File: src/rtl/rom_seq_reader.sv
// Sequencer for a small combinational ROM. It sweeps an inclusive, wrapping
// address window and streams each word out on valid/ready with a running sum and count.
module rom_seq_reader #(
  parameter int ADDR_W = 4,
  parameter int DATA_W = 32
) (
  input  logic                     clk,
  input  logic                     rst_n,
  input  logic                     start,
  input  logic [ADDR_W-1:0]        first_addr,
  input  logic [ADDR_W-1:0]        last_addr,
  output logic [ADDR_W-1:0]        rom_addr,
  output logic                     rom_rd_en,
  input  logic [DATA_W-1:0]        rom_data,
  output logic [DATA_W-1:0]        out_data,
  output logic                     out_valid,
  input  logic                     out_ready,
  output logic                     busy,
  output logic                     done,
  output logic [DATA_W+ADDR_W-1:0] sum,
  output logic [ADDR_W:0]          count
);

  typedef enum logic [1:0] {
    IDLE = 2'd0,
    READ = 2'd1,
    HOLD = 2'd2,
    DONE = 2'd3
  } state_t;

  localparam logic [ADDR_W-1:0] ADDR_ONE  = ADDR_W'(1);
  localparam logic [ADDR_W:0]   COUNT_ONE = (ADDR_W+1)'(1);

  state_t            state_r;
  logic [ADDR_W-1:0] cur_r;
  logic [ADDR_W-1:0] last_r;

  // Sweep FSM; every output is a register updated together with the state
  always_ff @(posedge clk or negedge rst_n) begin
    if (!rst_n) begin
      state_r   <= IDLE;
      cur_r     <= {ADDR_W{1'b0}};
      last_r    <= {ADDR_W{1'b0}};
      rom_addr  <= {ADDR_W{1'b0}};
      rom_rd_en <= 1'b0;
      out_data  <= {DATA_W{1'b0}};
      out_valid <= 1'b0;
      busy      <= 1'b0;
      done      <= 1'b0;
      sum       <= {(DATA_W+ADDR_W){1'b0}};
      count     <= {(ADDR_W+1){1'b0}};
    end else begin
      case (state_r)
        IDLE: begin
          done <= 1'b0;
          if (start) begin
            cur_r     <= first_addr;
            last_r    <= last_addr;
            sum       <= {(DATA_W+ADDR_W){1'b0}};
            count     <= {(ADDR_W+1){1'b0}};
            rom_addr  <= first_addr;
            rom_rd_en <= 1'b1;
            busy      <= 1'b1;
            state_r   <= READ;
          end else begin
            state_r <= IDLE;
          end
        end
        READ: begin
          out_data  <= rom_data;
          out_valid <= 1'b1;
          sum       <= sum + {{ADDR_W{1'b0}}, rom_data};
          count     <= count + COUNT_ONE;
          rom_addr  <= {ADDR_W{1'b0}};
          rom_rd_en <= 1'b0;
          state_r   <= HOLD;
        end
        HOLD: begin
          if (out_ready) begin
            out_valid <= 1'b0;
            if (cur_r == last_r) begin
              busy    <= 1'b0;
              done    <= 1'b1;
              state_r <= DONE;
            end else begin
              // Address arithmetic wraps naturally at the ROM depth
              cur_r     <= cur_r + ADDR_ONE;
              rom_addr  <= cur_r + ADDR_ONE;
              rom_rd_en <= 1'b1;
              state_r   <= READ;
            end
          end else begin
            state_r <= HOLD;
          end
        end
        DONE: begin
          done    <= 1'b0;
          state_r <= IDLE;
        end
        default: begin
          state_r   <= IDLE;
          rom_addr  <= {ADDR_W{1'b0}};
          rom_rd_en <= 1'b0;
          out_valid <= 1'b0;
          busy      <= 1'b0;
          done      <= 1'b0;
        end
      endcase
    end
  end

endmodule

File: config.mk
export PLATFORM = sky130hd
export DESIGN_NAME = rom_seq_reader
export DESIGN_NICKNAME = d
export VERILOG_FILES = /design/src/rtl/rom_seq_reader.sv
export SDC_FILE = /design/constraint.sdc
export NUM_CORES = 1
export LEC_CHECK = 0
export CORE_MARGIN = 5
export CORE_UTILIZATION = 46
export CTS_CLUSTER_DIAMETER = 120
export DETAILED_ROUTE_END_ITERATION = 10
export GPL_TIMING_DRIVEN = 0
export PLACE_DENSITY = 0.77
export SETUP_SLACK_MARGIN = 0.05
export SLEW_MARGIN = 20
export SYNTH_ARGS = -nofsm -noshare
export SYNTH_HDL_FRONTEND = slang
export SYNTH_SLANG_ARGS = --single-unit
File: constraint.sdc
create_clock -name clk -period 3 [get_ports clk]
set_clock_uncertainty 0.2 [all_clocks]
set_input_delay 0.75 -clock clk [delete_from_list [all_inputs] [get_ports clk]]
set_output_delay 0.75 -clock clk [all_outputs]
set_load 0.02 [all_outputs]
==> flow_summary.toml <==
[yosys]
synth_edf_count = 0
synth-compound-area-share_pct = 18.4
synth_mux_area_share_pct = 8.81
ys.flop_type = "dfrtp_1"
ys_seq_area_share_pct = 42.7
synth_cell_types = 56
async_flop_share_pct = 100
synth_nets = 613
ys_ff_latch = 91
synth_top_family_by_area = "compound AO/OA/AOI/OAI gates"
syn_inst = 530
synth-simple-area-share_pct = 11.8
synth_xor_area_share_pct = 6.40
syn_area_sq_um = 5340
avgSynthCellArea_sq_um = 10.1
synth_warnings = 0
synth_fa_ha_area_share_pct = 9.28

[outcome]
violations = "setup timing"
status = "finished, violations left"

[drt]
viasPerCell = 5.73
drc_errors = 0
num_vias = 4891
drt_iter0_drc = 245
first_pass_iters = 4
wire_per_inst_um = 17.8
ant_nets = 0
wirelength_um = 15200

[power_and_ir_drop]
comb_power_share_pct = 61.1
p_int_w = 0.00483
total_power_w = 0.00836
powerDensity_nw_per_um2 = 1060
leakage_nw = 3.26
ir_drop_mv = 0.896
power_frac_seq_pct = 26.0
p_sw_share_pct = 42.2
pwr-share-clk_pct = 12.9
power.net_switching_w = 0.00353

[cells_and_area]
drive_gt1_share_pct = 26.3
layout_commonest_cell = "clkdlybuf4s50_1"
diodes = 0
syn_to_final_growth_pct = 47.2
fin_nets = 788
nFillCells = 839
mostFrequentLayoutCells = "clkdlybuf4s50_1 (102), dfrtp_1 (91), nand2_1 (53)"

[critical_path]
cpMaxStageDelayCell = "fa_2"
cp-startpoint = "rom_data[0]"
cp.required_ns = 3.02
path_cells = "buf_8 > ha_4 > fa_2 > a211oi_2 > o211a_1 > nor3_2 > o31a_1 > a21o_4 > a311oi_4 > xor2_1 > o21ai_1"
crit_buf_inv = 1
crit_arrival_ns = 3.07
crit_type = "in -> reg"
cpPeakStageDelay_ns = 0.36
r2r-start = "sum[0]"
cp_max_fo = 3
critPathTopFamily = "compound AO/OA/AOI/OAI gates"
cp-start-kind = "input port"
worstSetupEndpointType = "flop"

[grt]
grt_max_degree = 52
grt-ovfl-total = 0
grt_usage_pct = 21.4
grt_pass1_vias = 5069
grt_pass1_wl_um = 24800
antenna_found_initial = 0

[clock_tree]
cts_buffer_depth = 2
cts_sinks = 91
cts_hold_buf = 0
cts_tree = "done"
cts_buffers = 9
clkTransAtPathRegs_ns = 0.07
insertion_delay_ns = 0.35
cts_root_buf = "clkbuf_16"
cts_htree_levels = 3

[placement]
place_congestion = 0.938
hpwlAfterDp_um = 10100
portBuffers = 124

[timing]
worst_pin_slew_ns = 0.859
min_period_ns = 3.06
layout_worst_path_cycle_share_pct = 102
hold_viol = 0
rsz0062_at_grt = "true"
drv_slew = 0
setup_viol_count_final = 2
fin_tns_setup_ns = -0.109
fmax_mhz = 327
setup_ws_ns = -0.0553
slew_headroom_pct = 42.3

[min_path]
hp-class = "in -> async"

[floorplan]
fp.dieW_um = 118
dieArea_sq_um = 13900
io_pins = 125
initial_utilization_pct = 46.8
row_count = 39
core_area_sq_um = 11400
die_h_um = 118

[job]
cap_violations = 0
## metrics by stage
stage	hold WS (ns)	utilization, %	cells	setup slack (ns)	cell area, sq um
after floorplan	0.254	-	530	-0.140	5400
after global placement	0.288	59.7	797	-2.37	6820
after detailed placement	0.295	59.9	798	-1.01	6840
after CTS	0.122	67.3	847	-0.0988	7680
after global routing	0.139	68.8	853	-0.137	7860
final	0.105	68.8	853	-0.0553	7860
## cell families after synthesis
group	after synthesis
mux	42
simple gates	131
buf+inv	31
compound gates	157
fa+ha+maj	39
flops	91
xor+xnor	39
## final cells by class
cell class / count / area, sq um / share of cell area [%]
plain buffers: 18 / 105 / 1.34
repair buffers: 164 / 1520 / 19.4
inverters: 13 / 48.8 / 0.621
flip-flops and latches: 91 / 2280 / 29.0
well taps: 143 / 179 / 2.28
clock inverters: 6 / 41.3 / 0.526
multi-input cells: 408 / 3440 / 43.8
clock buffers: 10 / 239 / 3.04
## power by group through the flow
stage | sequential (W) | combinational (W) | clock (W)
2_1_floorplan | 0.00264 | 0.00225 | 0
4_1_cts | 0.00216 | 0.00488 | 0.00110
6_report | 0.00217 | 0.00511 | 0.00108
5_1_grt | 0.00225 | 0.00550 | 0.00116
3_3_place_gp | 0.00212 | 0.00423 | 0
3_5_place_dp | 0.00215 | 0.00434 | 0
## routing by layer
layer | up-vias | global-route usage (%) | share of wire [%]
met2 | 160 | 36.9 | 51
met4 | 0 | 6.81 | 1.9
met5 | - | 0 | 0
li1 | 2278 | - | -
met1 | 2428 | 26.2 | 41
met3 | 25 | 5.57 | 6.3
## synthesized netlist by cell type (10+ instances only)
library cell / number / area [sq um]
a21o_1: 11 / 82.6
o21ai_0: 46 / 230
xor2_1: 20 / 175
a21oi_1: 42 / 210
a31oi_1: 15 / 93.8
xnor2_1: 19 / 166
nand4_1: 10 / 62.6
dfrtp_1: 91 / 2280
nand2_1: 55 / 206
clkbuf_1: 13 / 48.8
mux2_2: 40 / 450
nor2_1: 24 / 90.1
ha_1: 38 / 475
inv_1: 13 / 48.8
## what timing repair did
action	CTS	global route
pin swaps	52	37
resized for setup	109	54
setup endpoints to repair	19	14
setup buffers	33	6
## sequential cells by signal (all words and copies together), names as in the netlist
| signal | flops |
|---|---|
| sum | 36 |
| busy | 1 |
| out_data | 32 |
| count | 5 |
| rom_rd_en | 1 |
| state_r | 2 |
| rom_addr | 4 |
| done | 1 |
| last_r | 4 |
| cur_r | 4 |
| out_valid | 1 |
## path summary, 6_finish.rpt
kind                               end  slack, ns  depth (start not counted)
setup / recovery               sum[30]      -0.06                         11
hold / removal                 sum[23]       0.11                          1
setup reg to reg               sum[30]          0                         10
hold reg to reg            out_data[7]       0.30                          1
max in group asynchronous       sum[2]       1.91                          2
min in group clk           out_data[7]       0.30                          1
## worst register-to-register path, cell delays in order, from the launching register on
cell and delay, ns:
dfrtp_1 0.42, ha_4 0.18, fa_2 0.36, a211oi_2 0.23, o211a_1 0.22, nor3_2 0.07, o31a_1 0.35, a21o_4 0.25
a311oi_4 0.34, xor2_1 0.17, o21ai_1 0.08
No activity file was read; power rests on OpenSTA's default activity.
